===== src/rtl/instruction_fetch_unit_pkg.sv =====
// Shared types and constants for the instruction fetch slice:
// fetch state enum, width/step defaults, timeout counter sizing.
package instruction_fetch_unit_pkg;

  typedef enum logic [1:0] {
    IDLE,
    REQ,
    HOLD
  } fetch_state_e;

  localparam int DEF_ADDR_WIDTH = 32;
  localparam int DEF_PC_STEP    = 4;
  localparam int DEF_TIMEOUT    = 255;

  // The counter only has to hold 0 .. n-1; the abort
  // fires on the miss that would make it reach n.
  function automatic int tmo_width(input int n);
    return (n < 2) ? 1 : $clog2(n);
  endfunction

  localparam int DEF_TMO_W = tmo_width(DEF_TIMEOUT);

endpackage


===== src/rtl/instruction_fetch_unit_if.sv =====
// Fetch bus: PC/control in, instruction memory, decode and PC write-back.
// master = fetch unit, slave = PC register/memory/decode side.
interface instruction_fetch_unit_if
  import instruction_fetch_unit_pkg::*;
#(
  parameter int AW = DEF_ADDR_WIDTH
);
  logic [AW-1:0] Pc_in;
  logic          Fetch_start;
  logic          Flush;
  logic [AW-1:0] Mem_addr;
  logic          Mem_req;
  logic          Mem_ready;
  logic [AW-1:0] Mem_data;
  logic [AW-1:0] Instr_out;
  logic [AW-1:0] Instr_pc;
  logic          Instr_valid;
  logic          Instr_ack;
  logic [AW-1:0] Pc_next;
  logic          Pc_write;
  logic          Busy;
  logic          Fetch_error;
`ifdef FETCH_ALIGN_CHECK_EN
  logic          Misaligned;
`endif

  modport master (
    input  Pc_in, Fetch_start, Flush,
    input  Mem_ready, Mem_data, Instr_ack,
`ifdef FETCH_ALIGN_CHECK_EN
    output Misaligned,
`endif
    output Mem_addr, Mem_req,
    output Instr_out, Instr_pc, Instr_valid,
    output Pc_next, Pc_write,
    output Busy, Fetch_error
  );

  modport slave (
    output Pc_in, Fetch_start, Flush,
    output Mem_ready, Mem_data, Instr_ack,
`ifdef FETCH_ALIGN_CHECK_EN
    input  Misaligned,
`endif
    input  Mem_addr, Mem_req,
    input  Instr_out, Instr_pc, Instr_valid,
    input  Pc_next, Pc_write,
    input  Busy, Fetch_error
  );

endinterface


===== src/rtl/instruction_fetch_unit_timeout.sv =====
// fetch_timeout_counter: counts enabled cycles, clr resets it.
// Ports: clk, rst, clr, en in; tc out (en on the LIMIT-th count).
module fetch_timeout_counter
  import instruction_fetch_unit_pkg::*;
#(
  parameter int LIMIT = DEF_TIMEOUT,
  parameter int W     = tmo_width(LIMIT)
) (
  input  logic clk,
  input  logic rst,
  input  logic clr,
  input  logic en,
  output logic tc
);

  logic [W-1:0] cnt_q;

  always_ff @(posedge clk or posedge rst) begin
    if (rst)
      cnt_q <= '0;
    else if (clr)
      cnt_q <= '0;
    else if (en)
      cnt_q <= cnt_q + W'(1);
  end

  // LIMIT of zero means the watchdog never fires.
  generate
    if (LIMIT == 0) begin : g_off
      assign tc = 1'b0;
    end else begin : g_on
      assign tc = en && (cnt_q == W'(LIMIT - 1));
    end
  endgenerate

endmodule


===== src/rtl/instruction_fetch_unit.sv =====
// Fetch stage: reads one word at PC, holds it for decode, writes PC+step.
// Ports: Clock_in, Signal_reset (async high), bus (master modport).
// Optional FETCH_ALIGN_CHECK_EN adds a one-cycle Misaligned pulse.
module instruction_fetch_unit
  import instruction_fetch_unit_pkg::*;
#(
  parameter int ADDR_WIDTH     = DEF_ADDR_WIDTH,
  parameter int PC_STEP        = DEF_PC_STEP,
  parameter int TIMEOUT_CYCLES = DEF_TIMEOUT
) (
  input  logic Clock_in,
  input  logic Signal_reset,
  instruction_fetch_unit_if.master bus
);

  fetch_state_e          state_q, state_d;
  logic [ADDR_WIDTH-1:0] pc_q, pc_d;
  logic [ADDR_WIDTH-1:0] instr_q, instr_d;
  logic [ADDR_WIDTH-1:0] ipc_q, ipc_d;
  logic [ADDR_WIDTH-1:0] pcn_q, pcn_d;
  logic                  pcw_q, pcw_d;
  logic                  err_q, err_d;
  logic                  go;
  logic                  tmo;
  logic                  tmo_clr;
  logic                  tmo_en;
`ifdef FETCH_ALIGN_CHECK_EN
  logic                  mis_q, mis_d;
`endif

  assign tmo_clr = bus.Flush || (state_q != REQ);
  assign tmo_en  = !bus.Flush && (state_q == REQ)
                && !bus.Mem_ready;

  fetch_timeout_counter #(
    .LIMIT (TIMEOUT_CYCLES)
  ) u_tmo (
    .clk (Clock_in),
    .rst (Signal_reset),
    .clr (tmo_clr),
    .en  (tmo_en),
    .tc  (tmo)
  );

  always_comb begin
    state_d = state_q;
    pc_d    = pc_q;
    instr_d = instr_q;
    ipc_d   = ipc_q;
    pcn_d   = pcn_q;
    pcw_d   = 1'b0;
    err_d   = err_q;
    go      = 1'b0;
`ifdef FETCH_ALIGN_CHECK_EN
    mis_d   = 1'b0;
`endif
    if (bus.Flush) begin
      state_d = IDLE;
    end else begin
      unique case (state_q)
        IDLE: go = bus.Fetch_start;
        REQ: begin
          if (bus.Mem_ready) begin
            instr_d = bus.Mem_data;
            ipc_d   = pc_q;
            pcn_d   = pc_q + ADDR_WIDTH'(PC_STEP);
            pcw_d   = 1'b1;
            state_d = HOLD;
          end else if (tmo) begin
            err_d   = 1'b1;
            state_d = IDLE;
          end
        end
        HOLD: begin
          if (bus.Instr_ack) begin
            state_d = IDLE;
            go      = bus.Fetch_start;
          end
        end
        default: state_d = IDLE;
      endcase
      // Accepted start, from IDLE or back-to-back out of HOLD.
      if (go) begin
        err_d = 1'b0;
`ifdef FETCH_ALIGN_CHECK_EN
        if (|bus.Pc_in[1:0]) begin
          mis_d   = 1'b1;
          state_d = IDLE;
        end else
`endif
        begin
          pc_d    = bus.Pc_in;
          state_d = REQ;
        end
      end
    end
  end

  always_ff @(posedge Clock_in or posedge Signal_reset) begin
    if (Signal_reset) begin
      state_q <= IDLE;
      pc_q    <= '0;
      instr_q <= '0;
      ipc_q   <= '0;
      pcn_q   <= '0;
      pcw_q   <= 1'b0;
      err_q   <= 1'b0;
`ifdef FETCH_ALIGN_CHECK_EN
      mis_q   <= 1'b0;
`endif
    end else begin
      state_q <= state_d;
      pc_q    <= pc_d;
      instr_q <= instr_d;
      ipc_q   <= ipc_d;
      pcn_q   <= pcn_d;
      pcw_q   <= pcw_d;
      err_q   <= err_d;
`ifdef FETCH_ALIGN_CHECK_EN
      mis_q   <= mis_d;
`endif
    end
  end

  assign bus.Mem_req     = (state_q == REQ);
  assign bus.Mem_addr    = pc_q;
  assign bus.Instr_valid = (state_q == HOLD);
  assign bus.Instr_out   = instr_q;
  assign bus.Instr_pc    = ipc_q;
  assign bus.Pc_next     = pcn_q;
  assign bus.Pc_write    = pcw_q;
  assign bus.Busy        = (state_q != IDLE);
  assign bus.Fetch_error = err_q;
`ifdef FETCH_ALIGN_CHECK_EN
  assign bus.Misaligned  = mis_q;
`endif

endmodule


===== src/flat_wrapper.sv =====
// flat-port wrapper written by rule: the top's interface ports become plain ports
module instruction_fetch_unit_flat import instruction_fetch_unit_pkg::*;
#(
  parameter int ADDR_WIDTH     = DEF_ADDR_WIDTH,
  parameter int PC_STEP        = DEF_PC_STEP,
  parameter int TIMEOUT_CYCLES = DEF_TIMEOUT
)
  (Clock_in, Signal_reset, bus_Pc_in, bus_Fetch_start, bus_Flush, bus_Mem_ready, bus_Mem_data, bus_Instr_ack, bus_Mem_addr, bus_Mem_req, bus_Instr_out, bus_Instr_pc, bus_Instr_valid, bus_Pc_next, bus_Pc_write, bus_Busy, bus_Fetch_error);
  instruction_fetch_unit_if bus_i ();
  input  logic Clock_in;
  input  logic Signal_reset;
  input wire logic [$bits(bus_i.Pc_in)-1:0] bus_Pc_in;
  input wire logic [$bits(bus_i.Fetch_start)-1:0] bus_Fetch_start;
  input wire logic [$bits(bus_i.Flush)-1:0] bus_Flush;
  input wire logic [$bits(bus_i.Mem_ready)-1:0] bus_Mem_ready;
  input wire logic [$bits(bus_i.Mem_data)-1:0] bus_Mem_data;
  input wire logic [$bits(bus_i.Instr_ack)-1:0] bus_Instr_ack;
  output wire logic [$bits(bus_i.Mem_addr)-1:0] bus_Mem_addr;
  output wire logic [$bits(bus_i.Mem_req)-1:0] bus_Mem_req;
  output wire logic [$bits(bus_i.Instr_out)-1:0] bus_Instr_out;
  output wire logic [$bits(bus_i.Instr_pc)-1:0] bus_Instr_pc;
  output wire logic [$bits(bus_i.Instr_valid)-1:0] bus_Instr_valid;
  output wire logic [$bits(bus_i.Pc_next)-1:0] bus_Pc_next;
  output wire logic [$bits(bus_i.Pc_write)-1:0] bus_Pc_write;
  output wire logic [$bits(bus_i.Busy)-1:0] bus_Busy;
  output wire logic [$bits(bus_i.Fetch_error)-1:0] bus_Fetch_error;
  assign bus_i.Pc_in = bus_Pc_in;
  assign bus_i.Fetch_start = bus_Fetch_start;
  assign bus_i.Flush = bus_Flush;
  assign bus_i.Mem_ready = bus_Mem_ready;
  assign bus_i.Mem_data = bus_Mem_data;
  assign bus_i.Instr_ack = bus_Instr_ack;
  assign bus_Mem_addr = bus_i.Mem_addr;
  assign bus_Mem_req = bus_i.Mem_req;
  assign bus_Instr_out = bus_i.Instr_out;
  assign bus_Instr_pc = bus_i.Instr_pc;
  assign bus_Instr_valid = bus_i.Instr_valid;
  assign bus_Pc_next = bus_i.Pc_next;
  assign bus_Pc_write = bus_i.Pc_write;
  assign bus_Busy = bus_i.Busy;
  assign bus_Fetch_error = bus_i.Fetch_error;
  instruction_fetch_unit #(.ADDR_WIDTH(ADDR_WIDTH), .PC_STEP(PC_STEP), .TIMEOUT_CYCLES(TIMEOUT_CYCLES)) u_core (.Clock_in(Clock_in), .Signal_reset(Signal_reset), .bus(bus_i));
endmodule

===== config.mk =====
export PLATFORM = sky130hd
export DESIGN_NAME = instruction_fetch_unit_flat
export DESIGN_NICKNAME = d
export VERILOG_FILES = /design/src/rtl/instruction_fetch_unit_pkg.sv /design/src/rtl/instruction_fetch_unit_if.sv /design/src/rtl/instruction_fetch_unit_timeout.sv /design/src/rtl/instruction_fetch_unit.sv /design/src/flat_wrapper.sv
export SDC_FILE = /design/constraint.sdc
export NUM_CORES = 1
export LEC_CHECK = 0
export CAP_MARGIN = 20
export CORE_MARGIN = 5
export CORE_UTILIZATION = 48
export DETAILED_ROUTE_END_ITERATION = 10
export MAX_ROUTING_LAYER = met4
export PLACE_DENSITY = 0.88
export SLEW_MARGIN = 20
export SYNTH_ARGS = -nofsm -noshare
export SYNTH_HDL_FRONTEND = slang
export SYNTH_HIERARCHICAL = 1
export SYNTH_SLANG_ARGS = --single-unit

===== constraint.sdc =====
create_clock -name Clock_in -period 10 [get_ports Clock_in]
set_input_delay 1.5 -clock Clock_in [delete_from_list [all_inputs] [get_ports Clock_in]]
set_output_delay 1.5 -clock Clock_in [all_outputs]
set_load 0.01 [all_outputs]

==> results by group <==
STA
  – Highest Clock Rate: about 0.24 GHz
  – RSZ-0062 raised after global routing: no
  – Final setup viols: 0
  – Max-slew headroom: 31.47%
  – Pin slew with the least headroom to its limit: approximately 1.0 ns
  – Skew final: 0.009378 ns
  – Setup_tns: 0 ns
  – Worst hold slack: 0.4734 ns
  – Crit share post-route: 41.85%
  – Fin crit period: 4.185 ns
  – Final hold vios: 0
  – Final Max Tran Viols: 0

Yosys
  – Commonest cells post-synth: 215 x nand2_1, 138 x dfrtp_1, 32 x mux2_2, 27 x nor2_1, 21 x o21ai_0
  – Synth area leader: dfrtp_1
  – Yosys Warn Count: 6
  – FFs w/ async S/R, synth: 100.0%
  – Mapped cell area: 5862 um2
  – Syn Area/Cell: 9.868 um2
  – Synth cell types: 35
  – Area fraction of the dominant cell type after synthesis: 58.91%
  – Flops & latches, synth: 138
  – Syn nets: 667
  – Post-synthesis cell count: between 500 and 600
  – Top cells by area, synth: dfrtp_1 59%, nand2_1 14%, mux2_2 6.1%
  – Post-synth EDFFs: 0
  – Count leader, synth: nand2_1
  – Sequential area share after synthesis: roughly three fifths
  – Synth Flop Type: dfrtp_1

Min path
  – Hold WC Path Type: reg -> reg

Finish
  – Share of cells above drive strength 1: 9.470%
  – Inserted Diodes: 0
  – Final #Nets: between 800 and 900
  – Layout overhead on the synthesized area: 45.10%

Clock tree
  – H-Tree Depth: 4
  – Clock buffer depth: 2
  – Post CTS Setup Buffer Count: 0
  – Clock slew at reported path FFs: 0.06 ns
  – CTS tree: yes
  – Post_cts resized: 0
  – # hold bufs at CTS: 0
  – CTS Sinks: 138
  – Clock Latency Late Sink: 0.41 ns
  – CTS buffer count: 17
  – Clock Tree Root: clkbuf_16

Power and ir drop
  – VDD IR max: 0.1262 mV
  – Net Sw Frac: 29.96%
  – Psw: about 0.00062 W
  – Clock power frac: 29.8%
  – Logic pwr share: between 20% and 30%
  – Leakage: 3.793 nW
  – P_int: between 0.001 and 0.0015 W
  – Pwr dens: 242.5 nW/um2
  – Part of the power in registers: around 41%

Die
  – Die height: 120.5 um
  – Core ar.: 12010 um2
  – Die area: 14520 um2
  – I/O pins: 203
  – DIE WIDTH: around 120 um
  – Num rows: 40
  – Initial core utilization: between 40 and 50%

Critical path
  – Endpoint class of the critical path: flop
  – Endpoint arrival time on the critical path: 4.53 ns
  – Crit path required time: ~10 ns
  – Worst-path fanout max: 101
  – Crit path launch type: primary input
  – Critical path type: in -> reg

Status
  – Run status: finished clean

Placement
  – Port Buffers: 202
  – DP HPWL: 11.55 mm
  – Routability-driven placement congestion ratio: between 0.8 and 0.9

Global route
  – Largest net degree at the start of global routing: 102
  – Initial antenna violation count: 0
  – First-pass GRT wire length: between 20 and 30 mm
  – Vias in the first global route: 5024
  – GRT Util Overall: 23.74%
  – Aggregate global routing overflow: 0

Route
  – WL per Instance: 17.79 um
  – Vias per cell: 5.414
  – Initial drt markers: around 500
  – DRT Pass-1 Iters: 5
  – Detailed-route DRC error count: 0
  – Vias: 5084
  – Detail Route Antenna Nets: 0
  – Routed WL: 16.71 mm

Job
  – Max-cap viol count: 0
-- layout by cell type, fill, tap and decap left out, types with 2 or more instances in the layout --
cell,n
a31oi_1,14
ha_1,3
o211ai_1,2
clkinv_2,7
or2_2,2
inv_1,5
a21oi_1,7
nor2_1,27
nor2b_1,3
clkbuf_16,17
dfrtp_1,138
or3_1,8
o21ai_0,21
clkinvlp_4,3
nand2_1,215
xor2_1,12
a21o_1,2
bufinv_16,3
buf_4,2
o31ai_1,8
mux2_2,32
and4_1,4
nand4_1,14
or4_1,10
xnor2_1,4
clkdlybuf4s50_1,202
nand3_1,12
and3_1,3
-- sequential cells by signal, summed over array words and instances, names as in the netlist --
signal / cells
u_core/bus.Fetch_error: 1
u_core/bus.Instr_out: 32
u_core/bus.Instr_pc: 32
u_core/bus.Mem_addr: 32
u_core/bus.Pc_next: 30
u_core/bus.Pc_write: 1
u_core/state_q: 2
u_core/u_tmo/cnt_q: 8
-- final cells by class --
class,count,area (um2)
clock buffers,17,425.4
clock inverters,14,156.4
fillers,849,3506
inverters,7,28.78
multi-input cells,411,2210
flip-flops and latches,138,3453
well taps,147,183.9
repair buffers,205,2048
-- kinds of logic (layout without fill, tap and decap cells) --
logic type	count (synthesis)	in the layout	share of synthesized area [%]
flops	138	138	58.91
compound gates	55	55	5.549
simple gates	305	305	22.84
buf+inv	45	243	3.522
xor+xnor	16	16	2.391
mux	32	32	6.147
fa+ha+maj	3	3	0.6404
-- critical path: stages --
cell	delay (ns)
clkdlybuf4s50_1	0.47
or3b_1	0.52
or2_2	0.32
buf_4	0.36
inv_2	0.12
buf_4	0.71
nand2_1	0.20
nand2_1	0.13
-- power by group through the flow --
| stage | combinational [W] | clock (W) | sequential (W) |
|---|---|---|---|
| floorplan | 0.000170 | 0 | 0.000878 |
| global placement | 0.000596 | 0 | 0.000834 |
| detailed placement | 0.000614 | 0 | 0.000841 |
| CTS | 0.000620 | 0.000622 | 0.000835 |
| global route | 0.000656 | 0.000648 | 0.000855 |
| finish | 0.000612 | 0.000615 | 0.000836 |
-- stage by stage --
step / utilization (%) / instance area [um2] / std cells / setup WS, ns / total power [W]
6_report: 70.81 / 8506 / 939 / 5.815 / 0.002063
3_3_place_gp: 65.94 / 7920 / 908 / 5.496 / 0.001430
2_1_floorplan: - / 5862 / 594 / 5.031 / 0.001047
4_1_cts: 70.78 / 8502 / 939 / 5.872 / 0.002077
5_1_grt: 70.81 / 8506 / 939 / 5.613 / 0.002160
3_5_place_dp: 65.94 / 7920 / 908 / 5.447 / 0.001455
-- worst paths after layout --
kind / slack, ns / end / start / depth (start not counted)
min in group asynchronous: 1.44 / u_core/u_tmo/cnt_q[4] / Signal_reset / 2
min reg2reg: 0.47 / u_core/bus.Instr_out[9] / u_core/bus.Instr_out[9] / 2
max in group asynchronous: 7.31 / u_core/bus.Instr_pc[27] / Signal_reset / 3
max: 5.81 / u_core/bus.Instr_out[3] / bus_Flush / 8
min: 0.47 / u_core/bus.Instr_out[9] / u_core/bus.Instr_out[9] / 2
max reg2reg: 6.97 / u_core/bus.Instr_out[3] / u_core/state_q[1] / 7
-- per-layer routing --
layer	share of wire, %	global-route usage [%]
met1	39	27.96
met2	53	40.59
met3	5.3	4.864
met4	2.6	8.569
met5	0	-
Note: power is estimated with default switching activity, not from simulation.
==> patch 1, RTL diff (same flow settings) <==
Encoding of `fetch_state_e`: now one-hot (3 bits for 3 states).
--- a/src/rtl/instruction_fetch_unit_pkg.sv
+++ b/src/rtl/instruction_fetch_unit_pkg.sv
@@ -2,10 +2,10 @@
 // fetch state enum, width/step defaults, timeout counter sizing.
 package instruction_fetch_unit_pkg;
 
-  typedef enum logic [1:0] {
-    IDLE,
-    REQ,
-    HOLD
+  typedef enum logic [2:0] {
+    IDLE = 3'b001,
+    REQ  = 3'b010,
+    HOLD = 3'b100
   } fetch_state_e;
 
   localparam int DEF_ADDR_WIDTH = 32;
Check against the original RTL: same outputs for any inputs over 4 cycles, from zero or initial values and one cycle with Signal_reset high; so few cycles prove little.
==> patch 1 against the original RTL <==
  * Highest routed layer unchanged
  * Clock power grew 3.9%
  * Die area up 1.2%
  * Fmax grew 0.64%
  * Area after synthesis increased by 1.3%
  * Worst hold slack barely moved
  * Sequential cell count up 1
  * Critical path type unchanged
  * Setup slack gained 0.027 ns
  * Cell count grew 3.3%
  * Cell area rose by 1.9%
  * Clock skew is 0.0031 ns lower
  * Routed wire length rose by 1.3%
  * Total power is 7.0% higher
==> patch 1: results (changes against the original RTL) <==
Worst Clk Skew - 0.00625 ns (-0.00312 ns)
register area share after synthesis - 0.586 (-0.00339)
number of global-route vias before repair - 5,251 (+4.5%)
slew margin rel. - 0.310 (-0.00494)
run status - completed
met3 GRT Util - 0.0653 (+0.0166)
synth unique cells - 40 (+14%)
global-route wire length before repair - 27.0 mm (+2.6%)
#MultiIn Comb - 415 (+0.97%)
non-clk buf share - 0.238 (-0.00250)
met3 wire len - 1.26 mm (+42%)
Switch Pwr - 0.000661 W (+7.0%)
Area contributors post-synth - dfrtp_1 58%, nand2_1 14%, mux2_2 6.1%
fraction of area in multi-input gates - 0.261 (+0.000760)
M1 WL - 6.63 mm (+1.4%)
wire per inst - 17.5 um (-1.9%)
Detailed Place HPWL - 11.8 mm (+2.2%)
DR vias - 5,174 (+1.8%)
M2 GR Usage - 0.410 (+0.00434)
Hold EP - u_core/bus.Instr_out[28]$_DFFE_PP0P_
number of fill cells in the layout - 871 (+2.6%)
post-layout net count - 863 (+1.2%)
Mapped Nets - 674 (+1.0%)
Buffers excl. clock - 206 (+0.49%)
CP arrival - 4.49 ns (-0.04 ns)
R2R Setup Slk - 7.00 ns (+0.03 ns)
reg2reg path depth - 6 (-1)
Max stage delay on crit path - 0.73 ns (+0.02 ns)
leakage power - 3.85 nW (+1.5%)
GRT Resource Usage Total - 0.242 (+0.00463)
routed wl met2 - 8.71 mm (-1.6%)
clkbuf count - 25 (+8)
Seq. cell area - 0.00348 sq mm (+0.76%)
largest net degree at the start of global routing - 105 (+2.9%)
met1 track demand over resource - 0.278 (-0.00192)
CP max stage cell - or4b_1
register share of total power - 0.397 (-0.008)
R2R Path End - u_core/bus.Pc_next[21]$_DFFE_PP0P_
Worst Hold Launch - u_core/bus.Instr_out[28]$_DFFE_PP0P_
Crit Path Max Fanout - 53 (-48%)
iteration-0 DRC count of the detailed router - 560 (+9.2%)
-- patch 1: cell types whose count changed after synthesis, moves of 4 or more --
cell | before | now
o21ai_0 | 21 | 26
inv_1 | 6 | 10
buf_2 | 18 | 11
nor3_1 | 0 | 5
or4_1 | 10 | 14
xor2_1 | 12 | 7
-- patch 1: worst max-delay path by stage --
stage                       from                                  to  slack [ns]  depth (start not counted)
finish                 bus_Flush  u_core/bus.Pc_next[21]$_DFFE_PP0P_        5.84                          7
CTS                    bus_Flush  u_core/bus.Pc_next[22]$_DFFE_PP0P_        5.89                          7
detailed placement     bus_Flush  u_core/bus.Pc_next[22]$_DFFE_PP0P_        5.48                          7
global placement       bus_Flush  u_core/bus.Pc_next[21]$_DFFE_PP0P_        5.61                          7
global route           bus_Flush  u_core/bus.Pc_next[22]$_DFFE_PP0P_        5.64                          7
floorplan           Signal_reset  u_core/bus.Fetch_error$_DFFE_PP0P_        5.00                          1
-- patch 1: logic make-up (layout without fill, tap and decap cells) --
group                    after synthesis  count (layout)  synth area share
AO/OA/AOI/OAI                         60              60            0.0604
XOR/XNOR                              14              14            0.0206
adder cells (fa/ha/maj)                3               3           0.00632
buffers and inverters                 47             248            0.0360
flip-flops                           139             139             0.586
multiplexers                          32              32            0.0607
AND/OR/NAND/NOR                      306             306             0.230
-- patch 1: per-stage QoR --
stage          std cells  hold slack [ns]   util  power (W)  cell area, sq um
2_1_floorplan        601            0.511      -    0.00112              5940
3_3_place_gp         938            0.456  0.666    0.00155              8040
3_5_place_dp         938            0.461  0.666    0.00158              8040
4_1_cts              969            0.475  0.717    0.00223              8640
5_1_grt              970            0.495  0.718    0.00232              8660
6_report             970            0.474  0.718    0.00221              8660
-- patch 1: worst min-delay path, cell delays in order (launching register included) --
cell and delay (ns):
dfrtp_1 0.34, nand2_1 0.05, nand2_1 0.05
==> patch 2, RTL diff (config.mk and constraints unchanged) <==
Without the edit above. The package constant `DEF_TIMEOUT` goes from 255 to 510.
--- a/src/rtl/instruction_fetch_unit_pkg.sv
+++ b/src/rtl/instruction_fetch_unit_pkg.sv
@@ -10,7 +10,7 @@
 
   localparam int DEF_ADDR_WIDTH = 32;
   localparam int DEF_PC_STEP    = 4;
-  localparam int DEF_TIMEOUT    = 255;
+  localparam int DEF_TIMEOUT    = 510;
 
   // The counter only has to hold 0 .. n-1; the abort
   // fires on the miss that would make it reach n.
Formal check against the unedited RTL: same outputs for any inputs over 4 cycles, from zero or initial values and one cycle with Signal_reset high; that may be too few to reach the edited logic, so the function may still have changed.
==> patch 2 against the original RTL <==
  * Synthesized cell count grew 1.2%
  * Total power increased by 0.60%
  * Area after synthesis is 1.0% higher
  * Cell area up 1.0%
  * Setup slack gained 0.23 ns
  * Sequential cell count rose by 1
  * Die area grew 0.91%
  * Routed wire length increased by 1.4%
==> patch 2: results (changes against the original RTL) <==
run status - completed
Detailed Routing Iterations Pass 1 - 5 (unchanged)
initial antenna violation count - 0 (unchanged)
Crit Path Max Fanout - 83 (-18%)
Least-Margin Pin Slew - 1.11 ns (+0.0809 ns)
Post-CTS Setup Bufs - 0 (unchanged)
CTS Buf Count - 17 (unchanged)
Synthesis Warnings - 6 (unchanged)
Critical Path Source - bus_Flush
CP arrival - 4.29 ns (-0.24 ns)
number of port buffers - 202 (unchanged)
Via density - 5.32 (-1.7%)
GRT Resource Usage Total - 0.242 (+0.00419)
register area share after synthesis - 0.587 (-0.00162)
Switching Share - 0.295 (-0.00455)
global-route wire length before repair - 26.8 mm (+2.1%)
ys flop type - dfrtp_1
post-cts resize count - 0 (unchanged)
Antenna diodes - 0 (unchanged)
HP Class - register to register
post-layout net count - 860 (+0.82%)
Critical R2R Launch - u_core/state_q[1]$_DFFE_PP0P_
number of global-route vias before repair - 5,286 (+5.2%)
Detailed Place HPWL - 11.9 mm (+2.9%)
Clock transition at path regs - 0.05 ns
synth unique cells - 36 (+2.9%)
Clk Latency, worst-skew pair - 0.42 ns
largest net degree at the start of global routing - 91 (-11%)
H-tree levels - 4 (unchanged)
ANT nets after route - 0 (unchanged)
total grt overflow - 0 (unchanged)
total wire length - 17.0 mm (+1.4%)
pre-CTS WS - 5.65 ns (+0.201 ns)
asr flop ratio synth - 1.00 (unchanged)
synth cell count leaders - 216 x nand2_1, 139 x dfrtp_1, 32 x mux2_2
maximum VDD drop - 190 uV (+51%)
Area contributors post-synth - dfrtp_1 59%, nand2_1 14%, mux2_2 6.1%
root buf cell - clkbuf_16
CP max stage cell - buf_4
share of cells above drive strength 1 - 0.0902 (-0.00447)
Routability Congestion - 0.829 (+0.45%)
leakage power - 3.80 nW (+0.13%)
Max stage delay on crit path - 0.71 ns (about the same)
iteration-0 DRC count of the detailed router - 341 (-34%)
Worst Hold Launch - u_core/bus.Instr_pc[31]$_DFFE_PP0P_
Mapped Nets - 674 (+1.0%)
Worst Clk Skew - 0.00884 ns (-0.000535 ns)
Max Root-Sink Buffers - 2 (unchanged)
-- patch 2: cell types whose count changed after synthesis, sizes merged, moves of 2 or more --
| cell | before | now |
|---|---|---|
| nand3 | 12 | 14 |
| o31ai | 8 | 10 |
| or4 | 11 | 13 |
| nand4 | 15 | 12 |
-- patch 2: path summary, 6_finish.rpt --
path                            slack (ns)                             endpoint  depth (start not counted)
max in group asynchronous             6.98  u_core/bus.Mem_addr[27]$_DFFE_PP0P_                          3
worst max-delay path                  6.05   u_core/bus.Pc_next[21]$_DFFE_PP0P_                          7
worst min-delay path                  0.47  u_core/bus.Instr_pc[31]$_DFFE_PP0P_                          2
worst min register to register        0.47  u_core/bus.Instr_pc[31]$_DFFE_PP0P_                          2
worst max register to register        7.19   u_core/bus.Pc_next[21]$_DFFE_PP0P_                          6
min in group asynchronous             1.44    u_core/u_tmo/cnt_q[2]$_DFFE_PP0P_                          2
-- patch 2: cell type report --
type                            instances  area, sq um
Clock buffer                           22          464
Clock inverter                          8          119
Fill cell                             846         3470
Tap cell                              168          210
Timing Repair Buffer                  205         2040
Multi-Input combinational cell        416         2240
Sequential cell                       139         3480
Inverter                                8         32.5
-- patch 2: power by group through the flow --
stage          Sequential, W  Combinational, W  Clock, W
2_1_floorplan       0.000882          0.000170         0
3_3_place_gp        0.000831          0.000604         0
3_5_place_dp        0.000840          0.000622         0
4_1_cts             0.000834          0.000628  0.000634
5_1_grt             0.000855          0.000670  0.000657
6_report            0.000833          0.000620  0.000622
-- patch 2: cell families (layout without fill, tap and decap cells) --
family                   after synthesis  after routing  synth area share
multiplexers                          32             32            0.0609
flip-flops                           139            139             0.587
adder cells (fa/ha/maj)                3              3           0.00634
buffers and inverters                 46            243            0.0351
AND/OR/NAND/NOR                      306            306             0.224
AO/OA/AOI/OAI                         59             59            0.0621
XOR/XNOR                              16             16            0.0237
-- patch 2: per-layer routing --
metal  vias up  track usage  part of all wire
met5         -            -                 0
met3        32       0.0881             0.092
met1      2504        0.274              0.39
met4         0       0.0963             0.023
met2       226        0.391              0.49
li1       2379            -                 -
-- patch 2: through the flow --
step	std cells	instance area, sq um
global placement	936	8010
detailed placement	936	8010
CTS	966	8590
floorplan	601	5920
global route	966	8590
finish	966	8590
-- patch 2: critical path: cells and delay by family --
kind / cells / cell delay (ns)
simple gates: 3 / 1.12
buf+inv: 3 / 1.42
compound gates: 1 / 0.19
